$ cat src/rtl/rgb_pkg.sv
// Shared definitions for the RGB fade sequencer and the PWM comparator stage.
// Holds the duty width, the sequencer state encoding and the duty-value type.
package rgb_pkg;
  localparam int PWM_WIDTH = 12;

  typedef enum logic {
    IDLE = 1'b0,
    FADE = 1'b1
  } state_t;

  typedef logic [PWM_WIDTH-1:0] duty_t;
endpackage

$ cat src/rtl/fade_channel.sv
// One colour channel: latched target, current duty register and clamped ramp step.
// Steps move toward the target by STEP and never pass it or wrap.
module fade_channel #(
  parameter int PWM_WIDTH = rgb_pkg::PWM_WIDTH,
  parameter int STEP      = 1
) (
  input  logic                 clk,
  input  logic                 resetn,
  input  logic                 load,
  input  logic                 jump,
  input  logic [PWM_WIDTH-1:0] target,
  input  logic                 step_en,
  output logic [PWM_WIDTH-1:0] value,
  output logic                 at_target
);
  import rgb_pkg::*;

  localparam logic [PWM_WIDTH:0] S = (PWM_WIDTH+1)'(STEP);

  logic [PWM_WIDTH-1:0] tgt_q;
  logic [PWM_WIDTH-1:0] nxt;
  logic [PWM_WIDTH:0]   v_x;
  logic [PWM_WIDTH:0]   t_x;
  logic [PWM_WIDTH:0]   up;
  logic [PWM_WIDTH:0]   gap;

  assign at_target = (value == tgt_q);

  // one extra bit keeps the sum and the gap free of wrap
  always_comb begin
    v_x = {1'b0, value};
    t_x = {1'b0, tgt_q};
    up  = v_x + S;
    gap = v_x - t_x;
    nxt = tgt_q;
    if (t_x > v_x) begin
      if (up < t_x) nxt = up[PWM_WIDTH-1:0];
    end else if (gap > S) begin
      nxt = value - S[PWM_WIDTH-1:0];
    end
  end

  always_ff @(posedge clk) begin
    if (!resetn) begin
      tgt_q <= '0;
      value <= '0;
    end else begin
      if (load) tgt_q <= target;
      if (jump) value <= target;
      else if (step_en && !at_target) value <= nxt;
    end
  end
endmodule

$ cat src/rtl/rgb_fade_sequencer.sv
// Command-driven linear RGB fader feeding the PWM comparator duty inputs.
// Top level: handshake, IDLE/FADE control and the step tick counter.
module rgb_fade_sequencer #(
  parameter int PWM_WIDTH  = rgb_pkg::PWM_WIDTH,
  parameter int RATE_WIDTH = 16,
  parameter int STEP       = 1
) (
  input  logic                  clk,
  input  logic                  resetn,
  input  logic                  cmd_valid,
  output logic                  cmd_ready,
  input  logic [PWM_WIDTH-1:0]  cmd_r,
  input  logic [PWM_WIDTH-1:0]  cmd_g,
  input  logic [PWM_WIDTH-1:0]  cmd_b,
  input  logic [RATE_WIDTH-1:0] cmd_rate,
  output logic [PWM_WIDTH-1:0]  r_val,
  output logic [PWM_WIDTH-1:0]  g_val,
  output logic [PWM_WIDTH-1:0]  b_val,
  output logic                  busy,
  output logic                  done
);
  import rgb_pkg::*;

  state_t                state;
  state_t                state_d;
  logic [RATE_WIDTH-1:0] tick;
  logic [RATE_WIDTH-1:0] tick_d;
  logic [RATE_WIDTH-1:0] rate_q;
  logic [RATE_WIDTH-1:0] rate_d;
  logic                  done_d;
  logic                  accept;
  logic                  jump;
  logic                  step_en;
  logic                  all_at;
  logic [2:0]            at;

  assign cmd_ready = (state == IDLE) && resetn;
  assign busy      = (state == FADE);
  assign accept    = cmd_valid && cmd_ready;
  assign jump      = accept && (cmd_rate == '0);
  assign all_at    = &at;
  assign step_en   = busy && !all_at && (tick == '0);

  always_comb begin
    state_d = state;
    tick_d  = tick;
    rate_d  = rate_q;
    done_d  = 1'b0;
    unique case (state)
      IDLE: begin
        if (accept) begin
          rate_d = cmd_rate;
          tick_d = cmd_rate - RATE_WIDTH'(1);
          if (cmd_rate == '0) done_d = 1'b1;
          else state_d = FADE;
        end
      end
      FADE: begin
        if (all_at) begin
          done_d  = 1'b1;
          state_d = IDLE;
        end else if (tick == '0) begin
          tick_d = rate_q - RATE_WIDTH'(1);
        end else begin
          tick_d = tick - RATE_WIDTH'(1);
        end
      end
      default: state_d = IDLE;
    endcase
  end

  always_ff @(posedge clk) begin
    if (!resetn) begin
      state  <= IDLE;
      tick   <= '0;
      rate_q <= '0;
      done   <= 1'b0;
    end else begin
      state  <= state_d;
      tick   <= tick_d;
      rate_q <= rate_d;
      done   <= done_d;
    end
  end

  fade_channel #(.PWM_WIDTH(PWM_WIDTH), .STEP(STEP)) u_r (
    .clk(clk), .resetn(resetn), .load(accept), .jump(jump),
    .target(cmd_r), .step_en(step_en), .value(r_val), .at_target(at[0])
  );

  fade_channel #(.PWM_WIDTH(PWM_WIDTH), .STEP(STEP)) u_g (
    .clk(clk), .resetn(resetn), .load(accept), .jump(jump),
    .target(cmd_g), .step_en(step_en), .value(g_val), .at_target(at[1])
  );

  fade_channel #(.PWM_WIDTH(PWM_WIDTH), .STEP(STEP)) u_b (
    .clk(clk), .resetn(resetn), .load(accept), .jump(jump),
    .target(cmd_b), .step_en(step_en), .value(b_val), .at_target(at[2])
  );
endmodule
$ cat config.mk
export PLATFORM = sky130hd
export DESIGN_NAME = rgb_fade_sequencer
export DESIGN_NICKNAME = d
export VERILOG_FILES = /design/src/rtl/rgb_pkg.sv /design/src/rtl/fade_channel.sv /design/src/rtl/rgb_fade_sequencer.sv
export SDC_FILE = /design/constraint.sdc
export NUM_CORES = 1
export LEC_CHECK = 0
export BUFFER_PORTS_ARGS = -buffer_cell sky130_fd_sc_hd__buf_4
export CAP_MARGIN = 20
export CORE_MARGIN = 2
export CORE_UTILIZATION = 40
export CTS_CLUSTER_DIAMETER = 50
export DETAILED_ROUTE_END_ITERATION = 16
export PLACE_DENSITY = 0.64
export SYNTH_ARGS = -nofsm -noshare
export SYNTH_HDL_FRONTEND = slang
export SYNTH_HIERARCHICAL = 1
export SYNTH_SLANG_ARGS = --single-unit
$ cat constraint.sdc
create_clock -name clk -period 7.3 [get_ports clk]
set_clock_uncertainty 0.2 [all_clocks]
set_input_delay 1.095 -clock clk [delete_from_list [all_inputs] [get_ports clk]]
set_output_delay 1.095 -clock clk [all_outputs]
set_load 0.01 [all_outputs]
## Word level (Yosys, flattened, before mapping)

Cells that the tools add are included.

- Register bits: 106
- Memory bits (writable): 0
- Input bits: 55
- Memories kept: 0
- Bits in latches: 0
- Bits in read-only memories: 0

- Add/sub/neg operators: 12
- Divide/modulo/power cells: 0
- Order comparisons: 9
- Multiplexer cells: 27
- Multipliers: 0
- Eq/ne operators: 5
- Shift operators: 0
- Reduce and logical (&&, ||, !) cells: 20
- Bitwise operators: 1

Operator list:

| operator | count |
|---|---|
| 12-bit 2-to-1 mux | 15 |
| 16-bit 2-to-1 mux | 3 |
| 16-bit by 1-bit subtractor with 16-bit output (second input constant) | 3 |
| 12-bit by 1-bit adder with 13-bit output (second input constant) | 3 |
| 13-bit by 1-bit greater-than comparator with 1-bit output (second input constant) | 3 |
| 13-bit by 12-bit less-than comparator with 1-bit output | 3 |
| 12-bit by 12-bit subtractor with 13-bit output | 3 |
| 12-bit == test | 3 |
| 12-bit greater-than comparator | 3 |
| 12-bit by 1-bit subtractor with 12-bit output (second input constant) | 3 |
| 16-bit logical NOT | 2 |
| 16-bit case mux with 2 select lines | 1 |
| 1-bit logical AND | 8 |
| 1-bit 2-to-1 mux | 6 |
| 2-bit nonzero test | 3 |
| 1-bit logical NOT | 4 |
| 2-bit != test (second input constant) | 2 |
| 1-bit case mux with 2 select lines | 2 |
| 2-bit AND reduction | 2 |
| 3-bit AND reduction | 1 |
| 1-bit inverter | 1 |

## Longest topological paths before layout

- Word-level depth: 8
- Mapped depth: 16
- Depth with buffers taken out: 16

## Hierarchy

The synthesis kept the hierarchy.

By module, submodules not included:

| module | area an instance (um^2) | cells an instance | seq. area each (um^2) | instances |
|---|---|---|---|---|
| fade_channel (u_g ...) | 2606.2 | 324 | 480.5 | 2 |
| fade_channel (u_b) | 2677.6 | 355 | 480.5 | 1 |
| rgb_fade_sequencer | 1943.1 | 263 | 680.7 | 1 |

## Worst setup path before layout

Ideal clock, no wire load.

- Path type: register to register
- Start: register state, in the netlist busy
- End: register tick[14]
- Setup slack: 3.820 ns
- Period minus slack after synthesis: 3.480 ns
- Arrival time: 3.206 ns
- Library setup time: 0.074 ns
- Buffers on the path: 5
- Stages on the path, launching flop included: 14
- Cell sequence: dfxtp_1 buf_2 buf_1 clkbuf_1 clkbuf_1 o21bai_1 ha_1 nor4bb_1 a21oi_1 o21ai_0 or4b_1 clkbuf_1 or4_1 a31oi_1

- Word-level cells in the longest chain between the ends: 5
- Elaborated cells between the ends (all ways): 7
- Classes of those cells: 2 x eq/ne; 1 x mux; 1 x bitwise; 3 x reduce/logical

RTL lines:

| item | RTL line | text |
|---|---|---|
| start, declared | rgb_fade_sequencer.sv:24 | `state_t state;` |
| start signal, assigned | rgb_fade_sequencer.sv:79 | `state <= state_d;` |
| 1-bit inverter | n/a |  |
| 1-bit logical AND | rgb_fade_sequencer.sv:37 | `assign cmd_ready = (state == IDLE) && resetn;` |
| 1-bit logical AND | rgb_fade_sequencer.sv:39 | `assign accept = cmd_valid && cmd_ready;` |
| 2-bit != test (no line) | n/a |  |
| 2-bit AND reduction (no line) | n/a |  |
| end signal, assigned | rgb_fade_sequencer.sv:80 | `tick <= tick_d;` |
| end, declared | rgb_fade_sequencer.sv:26 | `logic [RATE_WIDTH-1:0] tick;` |

Several ways; a longest one is shown, not always the timed one.
A chain may end at the register's enable or synchronous reset.

## Worst setup path in the final report

- Start: input resetn
- End: register u_b.value[1]

- Word-level cells in the longest chain between the ends: 4
- Elaborated cells between the ends (all ways): 5
- Classes of those cells: 1 x mux; 4 x reduce/logical

RTL lines:

| item | RTL line | text |
|---|---|---|
| start, declared | rgb_fade_sequencer.sv:9 | `input logic resetn,` |
| 1-bit logical AND * | rgb_fade_sequencer.sv:37 |  |
| 1-bit logical AND * | rgb_fade_sequencer.sv:39 |  |
| 1-bit logical AND * | rgb_fade_sequencer.sv:40 | `assign jump = accept && (cmd_rate == '0);` |
| named net jump | rgb_fade_sequencer.sv:32 | `logic jump;` |
| 12-bit 2-to-1 mux / 2-bit nonzero test (equally long branches) | n/a |  |
| end signal, assigned | fade_channel.sv:49 | `if (jump) value <= target;` |
| end signal, assigned | fade_channel.sv:50 | `else if (step_en && !at_target) value <= nxt;` |
| end, declared | fade_channel.sv:13 | `output logic [PWM_WIDTH-1:0] value,` |

Mark *: on every way through the listed nets, which the timed path passes. The rest lies on a longest branch.

==> results.py <==
metrics = {
    "global_route": {
        "grt_pass1_vias": 9136,
        "grt_use_total_pct": 22.0,
        "overflow": 0,
        "grt_pass1_wl_mm": 47.1,
        "grt_max_degree": 67,
        "antenna_found_initial": 0,
    },
    "logic_synthesis": {
        "netlist-cell-type-count": 85,
        "synth_area_sq_um": 9830,
        "avgSynthCellArea_sq_um": 7.77,
        "synth_edf_count": 0,
        "synth_flop_cell": "dfxtp_1",
        "synth_cells": 1266,
        "ys_seq_area_share_pct": 21.6,
        "synth-async-reset-ratio_pct": 0,
        "yosys-top-cells-area": "dfxtp_1 (22%), ha_1 (10%), mux2i_1 (6.2%)",
        "ys_warn_count": 6,
        "yosys_register_bits": 106,
        "synth_top_cell_area_share_pct": 21.6,
        "synth_top_cell_by_area": "dfxtp_1",
        "syn_nets": 1403,
    },
    "placed_design": {
        "place_hpwl_mm": 21.4,
        "place_ws_ns": 2.51,
        "portBuffers": 93,
        "place_inst": 1623,
        "placed_cell_area_sq_um": 10700,
        "gp_congestion": 0.872,
    },
    "clock_tree": {
        "worstSkewPairLatency_ns": 0.36,
        "clock_sinks": 106,
        "cts-hold-fix-buffers": 0,
        "clkTransAtPathRegs_ns": 0.08,
        "post_cts_buffers": 0,
        "ctsLongestPathBuffers": 2,
        "cts_tree": "done",
        "h-tree-depth": 3,
        "cts_buffers": 9,
        "post_cts_resized": 0,
        "cts_root_buffer": "clkbuf_16",
    },
    "floorplan": {
        "start_util_pct": 40.6,
        "dieHeight_um": 161,
        "rows": 57,
        "core_sq_um": 24200,
        "die-area_sq_um": 25900,
        "die_x_um": 161,
        "pin_count": 94,
    },
    "status": {
        "run_status": "complete, no violations",
    },
    "final_layout": {
        "design_area_sq_um": 11000,
        "nNetsFinal": 1447,
        "final_common_cell": "nand2_1",
        "syn_to_final_growth_pct": 12.3,
        "finish.utilization_pct": 45.6,
        "layout_common_cells": "nand2_1 (111), dfxtp_1 (106), nor2_1 (101), buf_4 (100), o21ai_0 (98)",
        "fin_cells": 1639,
        "fill_cells": 2476,
        "antenna_cells": 0,
        "drive_gt1_share_pct": 12.7,
    },
    "detailed_routing": {
        "firstDrtPassIters": 5,
        "antenna_left": 0,
        "wl_per_cell_um": 17.7,
        "drt_iter0_drc": 730,
        "drc_errors": 0,
        "num_vias": 9500,
        "via_per_inst": 5.80,
        "routed_wl_mm": 29.0,
    },
    "worst_setup_path": {
        "critPathKind": "in2reg",
        "end_kind": "flop",
        "cp.required_ns": 7.40,
        "arrival_ns": 4.59,
        "r2r_setup_slack_ns": 3.11,
        "cp-start-kind": "input port",
        "crit_fanout": 66,
        "r2r_cells": 14,
    },
    "power": {
        "p_leak_nw": 4.60,
        "power_mw": 1.80,
        "vdd_drop_max_mv": 0.0907,
        "power_density_nw_per_um2": 163,
    },
    "timing": {
        "worst_pin_slew_ns": 0.959,
        "tns_ns": 0,
        "rsz0062_at_grt": "no",
        "slew_violations": 0,
        "worst_slack_ns": 2.81,
        "final-setup-viol-count": 0,
        "max_slew_margin_pct": 35.9,
        "min_period_over_period_pct": 61.5,
        "fin_crit_ns": 4.49,
        "hold_slack_ns": 0.261,
        "hold_violations": 0,
        "timing.fmax_mhz": 223,
    },
    "worst_hold_path": {
        "hold_class": "reg2reg",
        "hold_depth": 2,
    },
    "run": {
        "drv_cap": 0,
    },
}
-- metal layers --
layer | vias up | part of all wire [%] | track usage, %
li1 | 4717 | - | -
met1 | 4476 | 48 | 30.7
met2 | 262 | 46 | 35.5
met3 | 45 | 4.3 | 2.94
met4 | 0 | 1.8 | 6.49
met5 | - | 0 | 0
-- cell type report --
cell class              instances  area (sq um)  area share, %
repair buffers                100           751           6.80
flip-flops and latches        106          2120           19.2
well taps                     324           405           3.67
inverters                      71           267           2.41
clock buffers                  10           239           2.16
clock inverters                 6          97.6          0.884
multi-input cells            1022          7160           64.9
-- synthesized netlist by cell type (7+ instances only) --
| cell | count |
|---|---|
| nand2_1 | 111 |
| dfxtp_1 | 106 |
| nor2_1 | 102 |
| o21ai_0 | 99 |
| a21oi_1 | 84 |
| ha_1 | 79 |
| inv_1 | 68 |
| mux2i_1 | 61 |
| xnor2_1 | 53 |
| clkbuf_1 | 47 |
| nand3_1 | 47 |
| nor2b_1 | 39 |
| nor3_1 | 26 |
| a211oi_1 | 17 |
| nand4_1 | 17 |
| nor4_1 | 17 |
| xor2_1 | 16 |
| mux2_2 | 15 |
| a22oi_1 | 14 |
| nand2b_1 | 14 |
| o221ai_1 | 14 |
| a21o_1 | 13 |
| a31oi_1 | 12 |
| o21a_1 | 9 |
| buf_1 | 8 |
| buf_2 | 8 |
| o22ai_1 | 8 |
| o2bb2ai_1 | 8 |
| or3_1 | 8 |
| or4_1 | 8 |
| a221oi_1 | 7 |
| o2111ai_1 | 7 |
| o31ai_1 | 7 |
-- critical path, stage by stage --
cell,delay [ns]
buf_4,0.48
nor2b_1,0.24
nand2_1,0.50
nor2_4,0.84
a21o_1,0.48
nand2_1,0.14
nor2_1,0.28
nand2_1,0.13
nor3_1,0.18
a21oi_1,0.06
nand3_1,0.09
-- cells by family (layout without fill, tap and decap cells) --
logic type                 Yosys count  after routing  share of synthesized area [%]
and+or+nand+nor                    428            428                           22.1
AOI/OAI and AO/OA                  365            365                           25.7
buffers and inverters              138            187                           5.64
DFF                                106            106                           21.6
adders and majority gates           82             82                           10.7
muxes                               77             77                           8.04
xor gates and xnor gates            70             70                           6.31
-- flip-flops by register name (all words and copies together) (netlist names) --
register   flops
u_b/tgt_q     12
u_b/value     12
rate_q        16
u_g/value     12
u_r/tgt_q     12
done           1
u_r/value     12
tick          16
u_g/tgt_q     12
busy           1
-- report_power, final --
group | total (mW) | leakage (nW) | switching, mW | internal (mW)
Combinational | 0.588 | 3.57 | 0.347 | 0.241
Clock | 0.565 | 0.165 | 0.249 | 0.316
Sequential | 0.644 | 0.865 | 0.0358 | 0.609
-- worst paths after layout --
kind / start / endpoint
setup reg to reg: u_b/value[0] / u_b/value[1]
hold reg to reg: rate_q[15] / rate_q[15]
hold / removal: rate_q[15] / rate_q[15]
setup / recovery: resetn / u_b/value[1]
Power figures use the tool's default switching activity.
